**config.mk**
```make
export PLATFORM = sky130hd
export DESIGN_NAME = gpio_loopback_seq
export DESIGN_NICKNAME = d
export VERILOG_FILES = /design/src/rtl/gpio_loopback_seq.sv
export SDC_FILE = /design/constraint.sdc
export NUM_CORES = 1
export LEC_CHECK = 0
export CAP_MARGIN = 20
export CORE_MARGIN = 3
export CORE_UTILIZATION = 41
export DETAILED_ROUTE_END_ITERATION = 10
export HOLD_SLACK_MARGIN = 0.15
export PLACE_DENSITY = 0.64
export SLEW_MARGIN = 20
export SYNTH_ARGS = -nofsm -noshare
export SYNTH_HDL_FRONTEND = slang
export SYNTH_SLANG_ARGS = --single-unit
export TNS_END_PERCENT = 20
```
**constraint.sdc**
```tcl
create_clock -name wb_clk_i -period 4 [get_ports wb_clk_i]
set_input_delay 0.4 -clock wb_clk_i [delete_from_list [all_inputs] [get_ports wb_clk_i]]
set_output_delay 0.4 -clock wb_clk_i [all_outputs]
set_load 0.01 [all_outputs]
```
**src/rtl/gpio_loopback_seq.sv**
```systemverilog
`default_nettype none
// +-----------------------------------------------------------------------------
// | gpio_loopback_seq : Wishbone master running a walking-one/zero GPIO loopback test
// | Revision 1.0
// +-----------------------------------------------------------------------------
module gpio_loopback_seq #(
   parameter int WORDS   = 3,
   parameter int TIMEOUT = 255
) (
   input  logic        wb_clk_i,
   input  logic        wb_rst_i,
   input  logic        start_i,
   input  logic        invert_i,
   input  logic        abort_i,
   output logic        busy_o,
   output logic        done_o,
   output logic        pass_o,
   output logic [1:0]  err_code_o,
   output logic [7:0]  fail_bit_o,
   output logic [15:0] fail_dat_o,
   output logic        wbm_cyc_o,
   output logic        wbm_stb_o,
   output logic        wbm_we_o,
   output logic [1:0]  wbm_sel_o,
   output logic [31:0] wbm_adr_o,
   output logic [15:0] wbm_dat_o,
   input  logic [15:0] wbm_dat_i,
   input  logic        wbm_ack_i
);

   typedef enum logic [2:0] {
      IDLE   = 3'd0,
      OE_ON  = 3'd1,
      WR_OUT = 3'd2,
      RD_IN  = 3'd3,
      CHECK  = 3'd4,
      OE_OFF = 3'd5,
      FINISH = 3'd6
   } state_t;

   localparam logic [3:0]  C_LAST_W   = 4'(WORDS - 1);
   localparam logic [7:0]  C_TMO_LAST = 8'(TIMEOUT - 1);
   localparam logic [31:0] C_OUT_BASE = 32'h0000_0020;
   localparam logic [31:0] C_OE_BASE  = 32'h0000_0040;

   localparam logic [1:0] C_ERR_NONE  = 2'd0;
   localparam logic [1:0] C_ERR_MISM  = 2'd1;
   localparam logic [1:0] C_ERR_TMO   = 2'd2;
   localparam logic [1:0] C_ERR_ABORT = 2'd3;

   state_t      state_q, state_d;
   logic [3:0]  w_q, w_d;
   logic [3:0]  k_q, k_d;
   logic        inv_q, inv_d;
   logic        abort_q, abort_d;
   logic        cyc_q, cyc_d;
   logic        we_q, we_d;
   logic [31:0] adr_q, adr_d;
   logic [15:0] dat_q, dat_d;
   logic [7:0]  tmo_q, tmo_d;
   logic [15:0] rdat_q, rdat_d;
   logic        pass_q, pass_d;
   logic [1:0]  err_q, err_d;
   logic [7:0]  fbit_q, fbit_d;
   logic [15:0] fdat_q, fdat_d;
   logic [1:0]  sel_q;

   logic [15:0] w_pat;
   logic [31:0] w_off;
   logic        w_in_run;
   logic        w_abort;
   logic        w_bus_we;
   logic [31:0] w_bus_adr;
   logic [15:0] w_bus_dat;

   assign w_pat    = (16'h0001 << k_q) ^ {16{inv_q}};
   assign w_off    = {27'd0, w_q, 1'b0};
   assign w_in_run = (state_q == OE_ON) || (state_q == WR_OUT) ||
                     (state_q == RD_IN) || (state_q == CHECK);
   assign w_abort  = abort_i | abort_q;

   always_comb begin
      w_bus_we  = 1'b1;
      w_bus_adr = C_OE_BASE + w_off;
      w_bus_dat = 16'h0000;
      case (state_q)
         OE_ON:   w_bus_dat = 16'hFFFF;
         WR_OUT: begin
            w_bus_adr = C_OUT_BASE + w_off;
            w_bus_dat = w_pat;
         end
         RD_IN: begin
            w_bus_we  = 1'b0;
            w_bus_adr = w_off;
         end
         default: ;
      endcase
   end

   always_comb begin
      state_d = state_q;
      w_d     = w_q;
      k_d     = k_q;
      inv_d   = inv_q;
      abort_d = abort_q;
      cyc_d   = cyc_q;
      we_d    = we_q;
      adr_d   = adr_q;
      dat_d   = dat_q;
      tmo_d   = tmo_q;
      rdat_d  = rdat_q;
      pass_d  = pass_q;
      err_d   = err_q;
      fbit_d  = fbit_q;
      fdat_d  = fdat_q;

      if (w_in_run && abort_i) abort_d = 1'b1;
      if (cyc_q) tmo_d = tmo_q + 8'd1;

      case (state_q)
         IDLE: begin
            if (start_i) begin
               pass_d  = 1'b0;
               err_d   = C_ERR_NONE;
               fbit_d  = 8'd0;
               fdat_d  = 16'd0;
               inv_d   = invert_i;
               w_d     = 4'd0;
               k_d     = 4'd0;
               abort_d = 1'b0;
               state_d = OE_ON;
            end
         end

         CHECK: begin
            // A mismatch found this cycle outranks an abort arriving alongside it.
            if (rdat_q != w_pat) begin
               err_d   = C_ERR_MISM;
               fbit_d  = {w_q, k_q};
               fdat_d  = rdat_q;
               w_d     = 4'd0;
               abort_d = 1'b0;
               state_d = OE_OFF;
            end else if (w_abort) begin
               if (err_q == C_ERR_NONE) err_d = C_ERR_ABORT;
               w_d     = 4'd0;
               abort_d = 1'b0;
               state_d = OE_OFF;
            end else if (k_q == 4'd15) begin
               k_d = 4'd0;
               if (w_q == C_LAST_W) begin
                  w_d     = 4'd0;
                  state_d = OE_OFF;
               end else begin
                  w_d     = w_q + 4'd1;
                  state_d = WR_OUT;
               end
            end else begin
               k_d     = k_q + 4'd1;
               state_d = WR_OUT;
            end
         end

         FINISH: begin
            abort_d = 1'b0;
            state_d = IDLE;
         end

         default: begin
            if (!cyc_q) begin
               if (w_in_run && w_abort) begin
                  if (err_q == C_ERR_NONE) err_d = C_ERR_ABORT;
                  w_d     = 4'd0;
                  abort_d = 1'b0;
                  state_d = OE_OFF;
               end else begin
                  cyc_d = 1'b1;
                  we_d  = w_bus_we;
                  adr_d = w_bus_adr;
                  dat_d = w_bus_dat;
                  tmo_d = 8'd0;
               end
            end else if (wbm_ack_i) begin
               cyc_d = 1'b0;
               if (state_q == RD_IN) rdat_d = wbm_dat_i;
               if (w_in_run && w_abort) begin
                  if (err_q == C_ERR_NONE) err_d = C_ERR_ABORT;
                  w_d     = 4'd0;
                  abort_d = 1'b0;
                  state_d = OE_OFF;
               end else begin
                  case (state_q)
                     OE_ON: begin
                        if (w_q == C_LAST_W) begin
                           w_d     = 4'd0;
                           state_d = WR_OUT;
                        end else begin
                           w_d = w_q + 4'd1;
                        end
                     end
                     WR_OUT:  state_d = RD_IN;
                     RD_IN:   state_d = CHECK;
                     default: begin
                        if (w_q == C_LAST_W) begin
                           pass_d  = (err_q == C_ERR_NONE);
                           state_d = FINISH;
                        end else begin
                           w_d = w_q + 4'd1;
                        end
                     end
                  endcase
               end
            end else if (tmo_q == C_TMO_LAST) begin
               // Dead slave: output-enable cleanup would only time out again.
               cyc_d   = 1'b0;
               err_d   = C_ERR_TMO;
               pass_d  = 1'b0;
               state_d = FINISH;
            end
         end
      endcase
   end

   always_ff @(posedge wb_clk_i) begin
      if (wb_rst_i) begin
         state_q <= IDLE;
         w_q     <= 4'd0;
         k_q     <= 4'd0;
         inv_q   <= 1'b0;
         abort_q <= 1'b0;
         cyc_q   <= 1'b0;
         we_q    <= 1'b0;
         adr_q   <= 32'd0;
         dat_q   <= 16'd0;
         tmo_q   <= 8'd0;
         rdat_q  <= 16'd0;
         pass_q  <= 1'b0;
         err_q   <= C_ERR_NONE;
         fbit_q  <= 8'd0;
         fdat_q  <= 16'd0;
         sel_q   <= 2'b00;
      end else begin
         state_q <= state_d;
         w_q     <= w_d;
         k_q     <= k_d;
         inv_q   <= inv_d;
         abort_q <= abort_d;
         cyc_q   <= cyc_d;
         we_q    <= we_d;
         adr_q   <= adr_d;
         dat_q   <= dat_d;
         tmo_q   <= tmo_d;
         rdat_q  <= rdat_d;
         pass_q  <= pass_d;
         err_q   <= err_d;
         fbit_q  <= fbit_d;
         fdat_q  <= fdat_d;
         sel_q   <= 2'b11;
      end
   end

   assign busy_o     = (state_q != IDLE);
   assign done_o     = (state_q == FINISH);
   assign pass_o     = pass_q;
   assign err_code_o = err_q;
   assign fail_bit_o = fbit_q;
   assign fail_dat_o = fdat_q;
   assign wbm_cyc_o  = cyc_q;
   assign wbm_stb_o  = cyc_q;
   assign wbm_we_o   = we_q;
   assign wbm_sel_o  = sel_q;
   assign wbm_adr_o  = adr_q;
   assign wbm_dat_o  = dat_q;

endmodule
`default_nettype wire

```
# ---- After elaboration in Yosys (flattened, before gate mapping)
# Index checks and enable logic that the tools add are counted.
dict set report classes {
  eq_ne 25
  shifts 1
  bitwise 7
  add_sub_neg 5
  reduce_logical 26
  mux 73
}
# cell count
set ops {}
lappend ops {{$pmux W16 S2} 2}
lappend ops {{$mux W4} 13}
lappend ops {{$mux W8} 6}
lappend ops {{$mux W3} 12}
lappend ops {{$mux W16} 2}
lappend ops {{$pmux W8 S2} 2}
lappend ops {{$mux W1} 19}
lappend ops {{$mux W2} 9}
lappend ops {{$pmux W3 S3} 2}
lappend ops {{$ne A16 B16 Y1} 1}
lappend ops {{$pmux W4 S2} 2}
lappend ops {{$shl A1 B4 Y16 const A} 1}
lappend ops {{$xor A16 B16 Y16} 1}
lappend ops {{$reduce_and A7 Y1} 2}
lappend ops {{$pmux W4 S3} 1}
lappend ops {{$reduce_and A4 Y1} 3}
lappend ops {{$ne A3 B2 Y1 const B} 3}
lappend ops {{$add A4 B1 Y4 const B} 2}
lappend ops {{$add A7 B5 Y8 const A} 1}
lappend ops {{$add A8 B1 Y8 const B} 1}
lappend ops {{$eq A8 B8 Y1 const B} 1}
lappend ops {{$ne A4 B2 Y1 const B} 2}
lappend ops {{$ne A8 B2 Y1 const B} 1}
lappend ops {{$add A6 B5 Y7 const A} 1}
lappend ops {{31 further kinds} 47}
dict set report totals {
  register_bits 116
  elab_cells 153
}

# ---- Logic depth before layout (Yosys ltp)
# Gate-level depths: netlist (run 1).
dict set report depth {
  ltp_word 10
  ltp_mapped 13
}

# ---- Worst setup path after synthesis (run 1)
# Ideal clock, no wire load.
dict set report synth_path {
  path_kind {register -> register}
  from {register k_q[0]}
  to {register fbit_q[2], in the netlist fail_bit_o[2]}
  setup_ns 0.132
  t_arrival_ns 2.643
  n_path_buf 3
  synth_period_minus_slack_ns 2.775
  path_stages_with_launch 14
  required_time_ns 3.868
  setup_slack_ns 1.225
  path_cell_list {dfxtp_1 -> inv_1 -> ha_1 -> clkbuf_1 -> nand3b_1 -> xnor2_1 -> or3_1 -> a2111oi_4 -> and3_2 -> nor2_1 -> clkbuf_1 -> buf_2 -> nand2_1 -> a21oi_1}
}
dict set report synth_via {
  elab_chain_len 5
}
# item line
set synth_lines {}
lappend synth_lines {{start, declared} 53} ;# logic [3:0] k_q, k_d;
lappend synth_lines {{start signal, assigned} 245} ;# k_q <= k_d;
lappend synth_lines {{$shl A1 B4 Y16} 76} ;# assign w_pat = (16'h0001 << k_q) ^ {16{inv_q}};
lappend synth_lines {{$xor A16 B16 Y16} 76}
lappend synth_lines {{$ne A16 B16 Y1} 137} ;# if (rdat_q != w_pat) begin
lappend synth_lines {{$ne A2 B1 Y1 (no source line)} --}
lappend synth_lines {{$reduce_and A3 Y1 (no source line)} --}
lappend synth_lines {{end signal, assigned} 256} ;# fbit_q <= fbit_d;
lappend synth_lines {{end, declared} 64} ;# logic [7:0] fbit_q, fbit_d;
# No other way between the ends.
# A chain may end at the register's enable or synchronous reset.

# ---- Final worst setup path (run 1)
dict set report layout_path {
  from {register k_q[3]}
  to {register fdat_q[13], in the netlist fail_dat_o[13]}
}
dict set report layout_via {
  elab_chain_len 5
}
# item line
set layout_lines {}
lappend layout_lines {{$shl A1 B4 Y16} 76}
lappend layout_lines {{$xor A16 B16 Y16} 76}
lappend layout_lines {{$ne A16 B16 Y1} 137}
lappend layout_lines {{$ne A2 B1 Y1 (no source line)} --}
lappend layout_lines {{$reduce_and A3 Y1 (no source line)} --}
lappend layout_lines {{end signal, assigned} 257} ;# fdat_q <= fdat_d;
lappend layout_lines {{end, declared} 65} ;# logic [15:0] fdat_q, fdat_d;
# No other way between the ends.

==> metrics.csv, run 1 <==
stage,metric,value,unit
outcome,outcome,finished clean,
job,drv_cap,0,
synthesis,synth_top_area_cell,dfxtp_1,
synthesis,synth_simple_gate_area_share,25.80,%
clock_network,cts_resized,0,
sta,hold_viol_final,0,
grt,antenna_found_initial,0,
pwr,p_leak,2.082,nW
synthesis,synth_edf_count,0,
sta,maxSlewHeadroom,34.80,%
final_layout,nNetsFinal,715,
synthesis,synth_top_area_share,36.52,%
synthesis,synth_top_cells_by_area,"dfxtp_1, a21oi_1, nand2_1",
route,dr_total_vias,4511,
synthesis,yosys.area_share.adder,2.770,%
synthesis,ys_seq_area_share,36.52,%
final_layout,drive_gt1_share,5.087,%
synthesis,syn_inst,631,
sta,layout_setup_ws,0.6284,ns
floorplan,ios,104,
synthesis,synth-seq-cells,89,
sta,setup_viol,0,
floorplan,rows,39,
clock_network,clkSinkCount,89,
pwr,vdd_drop_max,0.2259,mV
synthesis,async_flop_share,0,%
sta,rsz0062_at_grt,no,
floorplan,die-height,115.1,um
pwr,power.density,588.6,nW/um2
route,antenna_left,0,
placement,io_buffers,77,
final_layout,syn_to_final_growth,20.95,%
synthesis,synth.distinct_cells,59,
clock_network,numCtsBuffers,9,
grt,grtUsageTotal,19.15,%
setup_path,path_class,register to register,
setup_path,required,4.26,ns
clock_network,ctsHtreeMaxLevel,3,
synthesis,yosys_warnings,0,
route,first_iter_violations,288,
sta,maxSlewViolCount,0,
placement,dp_hpwl,9.172,mm
placement,post_dp_cell_area,5595,um2
final_layout,final_cell_area,5901,um2
synthesis,syn_area,4878,um2
placement,place_congestion,0.8952,
final_layout,num_antenna_cells,0,
synthesis,synth_top_family_by_area,simple AND/OR/NAND/NOR gates,
sta,fin_tns_setup,0,ns
setup_path,crit_fanout,23,
floorplan,die_w,115.1,um
sta,fin_skew,0.006282,ns
route,viasPerCell,5.428,
placement,dp_slack,0.6718,ns
clock_network,postCtsHoldBufs,0,
clock_network,cts_root_buf,clkbuf_16,
route,wl,12.51,mm
synthesis,synth.most_common_cell,nand2_1,
floorplan,core_area,11520,um2
synthesis,syn_avg_cell_area,7.731,um2
synthesis,synthFlopType,dfxtp_1,
route,drc_errors,0,
sta,min_period_over_period,84.29,%
clock_network,cts_max_path_buffers,2,
worst_hold_path,hp-class,register to register,
setup_path,worstSetupStartpointType,register,
clock_network,cts_tree,yes,
setup_path,crit_path_end_kind,register,
synthesis,synth-compound-area-share,18.72,%
grt,overflow,0,
floorplan,dieArea,13240,um2
sta,max_freq,0.2966,GHz
route,drt_pre_antenna_iters,5,
floorplan,start_util,42.36,%
synthesis,synth_commonest_cells,"nand2_1, dfxtp_1, a21oi_1",
setup_path,worstPathArrival,3.63,ns
sta,min_period,3.372,ns
sta,tightestPinTransition,0.9658,ns
clock_network,postCtsSetupRepairBufs,0,
synthesis,yosys.area_share.xor_xnor,5.566,%
route,drt-wirelength-per-cell,15.06,um
grt,grt_max_degree,44,
synthesis,synthMuxAreaShare,1.026,%
clock_network,clkLatencyLatePin,0.34,ns
clock_network,clk_pin_slew,0.07,ns
grt,grt_pass1_wl,20.69,mm
grt,first_global_vias,4133,
-- path summary, 6_finish.rpt --
path | start | to | slack [ns] | depth (start not counted)
worst max-delay path | k_q[3] | fail_dat_o[13] | 0.63 | 9
worst min-delay path | wbm_adr_o[3] | wbm_adr_o[3] | 0.46 | 2
worst max register to register | k_q[3] | fail_dat_o[13] | 0.63 | 9
worst min register to register | wbm_adr_o[3] | wbm_adr_o[3] | 0.46 | 2
-- per-layer routing --
metal	vias to the layer above	global-route usage (%)	part of all wire [%]
met3	16	3.737	6.0
met5	-	0	0
met4	0	6.573	1.5
met1	2070	27.70	48
met2	179	28.47	44
li1	2246	-	-
-- power by group --
group	switching, mW	internal (mW)	leakage (nW)
combinational	0.868	0.599	1.21
sequential	0.127	1.02	0.722
clock	0.358	0.503	0.146
-- layout by cell type (no fill, tap or decap), types with 6 or more instances in the layout --
| cell | n |
|---|---|
| nand2_1 | 91 |
| dfxtp_1 | 89 |
| clkdlybuf4s50_1 | 76 |
| a21oi_1 | 69 |
| nor2_1 | 46 |
| nand3_1 | 36 |
| nor3_1 | 29 |
| conb_1 | 26 |
| xnor2_1 | 23 |
| o21ai_0 | 20 |
| a211oi_1 | 18 |
| inv_1 | 14 |
| nor2b_1 | 14 |
| and3_1 | 11 |
| buf_4 | 11 |
| ha_1 | 10 |
| clkbuf_16 | 9 |
| xor2_1 | 8 |
| nand3b_1 | 6 |
| or3_1 | 6 |
-- worst max-delay path: stages (launching register included) --
cell       delay [ns]
dfxtp_1          0.79
xnor2_1          0.24
or3b_1           0.40
a311o_1          0.40
a2111oi_4        0.41
and3_2           0.29
nand2b_1         0.17
buf_4            0.28
nand3_1          0.11
a21oi_1          0.19
-- state kept, by name, indices dropped and copies added (netlist names) --
| name | count |
|---|---|
| fail_bit_o | 8 |
| abort_q | 1 |
| wbm_dat_o | 16 |
| w_q | 4 |
| wbm_adr_o | 6 |
| rdat_q | 16 |
| tmo_q | 8 |
| state_q | 3 |
| wbm_we_o | 1 |
| k_q | 4 |
| wbm_cyc_o | 1 |
| pass_o | 1 |
| err_code_o | 2 |
| wbm_sel_o | 1 |
| inv_q | 1 |
| fail_dat_o | 16 |
-- cells by family (layout without fill, tap and decap cells) --
| kind of cell | count (synthesis) | after routing |
|---|---|---|
| flops | 89 | 89 |
| other cells | 1 | 26 |
| buf+inv | 88 | 120 |
| fa+ha+maj | 11 | 11 |
| simple gates | 263 | 263 |
| xor+xnor | 31 | 31 |
| mux | 5 | 5 |
| compound gates | 143 | 143 |
-- metrics by stage --
stage	power, mW	instances	utilization, %	hold slack (ns)
6_report	3.473	831	51.24	0.4637
5_1_grt	3.730	831	51.24	0.4881
4_1_cts	3.495	831	51.24	0.4699
3_5_place_dp	2.626	815	48.59	0.4580
3_3_place_gp	2.607	815	48.59	0.4530
2_1_floorplan	2.171	656	-	0.4576
-- cell type report --
| cell class | instances | area (um2) |
|---|---|---|
| clock buffer | 10 | 239.0 |
| inverter | 16 | 60.06 |
| clock inverter | 6 | 66.31 |
| sequential | 89 | 1782 |
| multi-input combinational | 479 | 2726 |
| timing repair buffer | 88 | 848.3 |
| fill | 1127 | 5615 |
| tap | 143 | 178.9 |
Power figures use the tool's default switching activity.
==> inputs of run 2 (changes only) <==
PLACE_DENSITY = 0.66   (was 0.64)
clock period = 2.81 ns   (was 4 ns; I/O delays follow)
==> metrics.csv, run 2 (same netlist as run 1, synthesis figures left out) <==
stage,metric,value,unit,change
placement,dp_cells,855,,+4.9%
final_layout,final_common_cell,nand2_1,,
final_layout,mostFrequentLayoutCells,"nand2_1, dfxtp_1, clkdlybuf4s50_1",,
route,wl,13.50,mm,+7.9%
floorplan,die-height,115.1,um,unchanged
floorplan,rows,39,,unchanged
setup_path,rrSetupSlack,0.07,ns,-0.56 ns
sta,maxSlewViolCount,0,,unchanged
floorplan,die_w,115.1,um,unchanged
worst_hold_path,hp-start,wbm_adr_o[1],,
route,viasPerCell,5.513,,+1.6%
pwr,power,5.298,mW,+53%
sta,maxSlewHeadroom,30.54,%,-4.3 points
job,drv_cap,0,,unchanged
setup_path,r2r_cells,12,,+3
final_layout,fill_cells,1089,,-3.4%
floorplan,core_area,11520,um2,unchanged
grt,antenna_found_initial,0,,unchanged
pwr,p_leak,2.367,nW,+14%
clock_network,ctsHtreeMaxLevel,3,,unchanged
pwr,power.density,820.4,nW/um2,+39%
floorplan,ios,104,,unchanged
grt,grtUsageTotal,20.09,%,+0.94 points
clock_network,postCtsHoldBufs,0,,unchanged
grt,grt_pass1_wl,21.63,mm,+4.5%
placement,place_congestion,0.9127,,+2.0%
setup_path,crit_path_end_kind,register,,
sta,max_freq,0.3646,GHz,+23%
sta,min_period,2.742,ns,-0.6291 ns
floorplan,dieArea,13240,um2,unchanged
setup_path,crit_fanout,5,,-78%
sta,rsz0062_at_grt,yes,,
outcome,outcome,finished clean,,
final_layout,instances_no_fill,879,,+5.8%
sta,setup_viol,0,,unchanged
setup_path,worstPathArrival,3.01,ns,-0.62 ns
clock_network,numCtsBuffers,9,,unchanged
clock_network,cts_root_buf,clkbuf_16,,
final_layout,num_antenna_cells,0,,unchanged
clock_network,clkSinkCount,89,,unchanged
placement,dp_hpwl,9.634,mm,+5.0%
worst_hold_path,worstHoldEndpoint,wbm_adr_o[1],,
worst_hold_path,hold_depth,2,,unchanged
clock_network,clkLatencyLatePin,0.35,ns,about the same
floorplan,start_util,42.36,%,unchanged
grt,overflow,0,,unchanged
route,first_iter_violations,427,,+48%
setup_path,reg2reg_from,k_q[1],,
grt,first_global_vias,4414,,+6.8%
clock_network,cts_max_path_buffers,2,,unchanged
route,drt-wirelength-per-cell,15.36,um,+2.0%
clock_network,clk_pin_slew,0.06,ns,about the same
setup_path,path_class,register to register,,
setup_path,required,3.08,ns,-1.18 ns
final_layout,drive_gt1_share,13.18,%,+8.1 points
sta,fin_skew,0.008785,ns,+0.002504 ns
worst_hold_path,hp-class,register to register,,
route,antenna_left,0,,unchanged
sta,tightestPinTransition,1.029,ns,+0.06310 ns
route,drc_errors,0,,unchanged
sta,min_period_over_period,97.59,%,+13 points
route,dr_total_vias,4846,,+7.4%
clock_network,cts_tree,yes,,
placement,io_buffers,77,,unchanged
sta,hold_viol_final,0,,unchanged
setup_path,rr_endpoint,w_q[0],,
final_layout,nNetsFinal,763,,+6.7%
route,drt_pre_antenna_iters,5,,unchanged
final_layout,syn_to_final_growth,32.37,%,
grt,grt_max_degree,52,,+18%
setup_path,worstSetupStartpointType,register,,
pwr,vdd_drop_max,0.4262,mV,+89%
[run 2: cell types whose count changed in the layout (fill, tap and decap cells not counted), moves of 2 or more]
| cell | previous run | this run |
|---|---|---|
| dfxtp_2 | 0 | 3 |
| buf_12 | 0 | 3 |
| dfxtp_4 | 0 | 2 |
| inv_1 | 14 | 12 |
| buf_4 | 11 | 53 |
| clkbuf_16 | 9 | 11 |
| clkbuf_1 | 0 | 3 |
| ha_4 | 0 | 4 |
| clkinvlp_4 | 2 | 0 |
| ha_1 | 10 | 6 |
| inv_2 | 0 | 2 |
| dfxtp_1 | 89 | 84 |
| clkinv_2 | 2 | 0 |
[run 2: cell type report]
class,instances,area [um2],area share (%)
clock inverter,2,60.06,0.9301
tap,143,178.9,2.771
clock buffer,14,264.0,4.088
sequential,89,1793,27.77
inverter,16,60.06,0.9301
timing repair buffer,136,1285,19.90
multi-input combinational,479,2816,43.62
[run 2: worst max-delay path by stage]
stage	startpoint	end	slack [ns]	depth (start not counted)
finish	k_q[1]	w_q[0]	0.07	12
floorplan	k_q[0]	fail_bit_o[2]	0.04	13
CTS	k_q[1]	w_q[0]	0.02	12
global route	k_q[1]	w_q[0]	-0.05	12
global placement	k_q[3]	w_q[0]	-0.07	10
detailed placement	k_q[3]	w_q[0]	-0.12	10
[run 2: worst max-delay path, stage by stage (launching register included)]
cell       delay [ns]
dfxtp_2          0.32
inv_2            0.09
ha_4             0.14
buf_6            0.10
nand3b_1         0.11
xnor2_1          0.16
or3_4            0.38
a2111oi_4        0.40
buf_4            0.18
nand4_4          0.12
o41ai_4          0.34
nand2_1          0.16
o21ai_1          0.16
[run 2: timing repair]
action                                 4_1_cts  5_1_grt
gates resized for setup                     11       16
buffers inserted                             1        5
setup endpoints to repair                   30       30
cloned                                       0        2
pin swaps                                    4        9
endpoints found under the hold margin        0        0
[run 2: power breakdown]
part	total, mW	internal, mW	switching, mW	leakage [nW]
combinational	2.33	1.04	1.29	1.48
clock	1.33	0.830	0.500	0.157
sequential	1.64	1.45	0.191	0.725
total	5.30	3.32	1.98	2.37
[run 2: routing by layer]
| layer | routed length, um | vias to the layer above | GRT usage (%) |
|---|---|---|---|
| li1 | - | 2342 | - |
| met1 | 6245 | 2309 | 28.54 |
| met2 | 6157 | 177 | 30.90 |
| met3 | 871 | 18 | 3.000 |
| met4 | 223 | 0 | 7.433 |
| met5 | 0 | - | 0 |
[run 2: metrics by stage]
| step | util (%) | cell area, um2 | setup TNS (ns) | hold slack (ns) | setup WS, ns |
|---|---|---|---|---|---|
| 6_report | 56.07 | 6457 | 0 | 0.4577 | 0.06759 |
| 5_1_grt | 56.07 | 6457 | -0.08509 | 0.4745 | -0.05028 |
| 4_1_cts | 54.77 | 6307 | 0 | 0.4531 | 0.01763 |
| 3_5_place_dp | 51.52 | 5933 | -1.246 | 0.4483 | -0.1209 |
| 3_3_place_gp | 51.52 | 5933 | -0.2302 | 0.4502 | -0.07200 |
| 2_1_floorplan | - | 4972 | 0 | 0.4170 | 0.03511 |
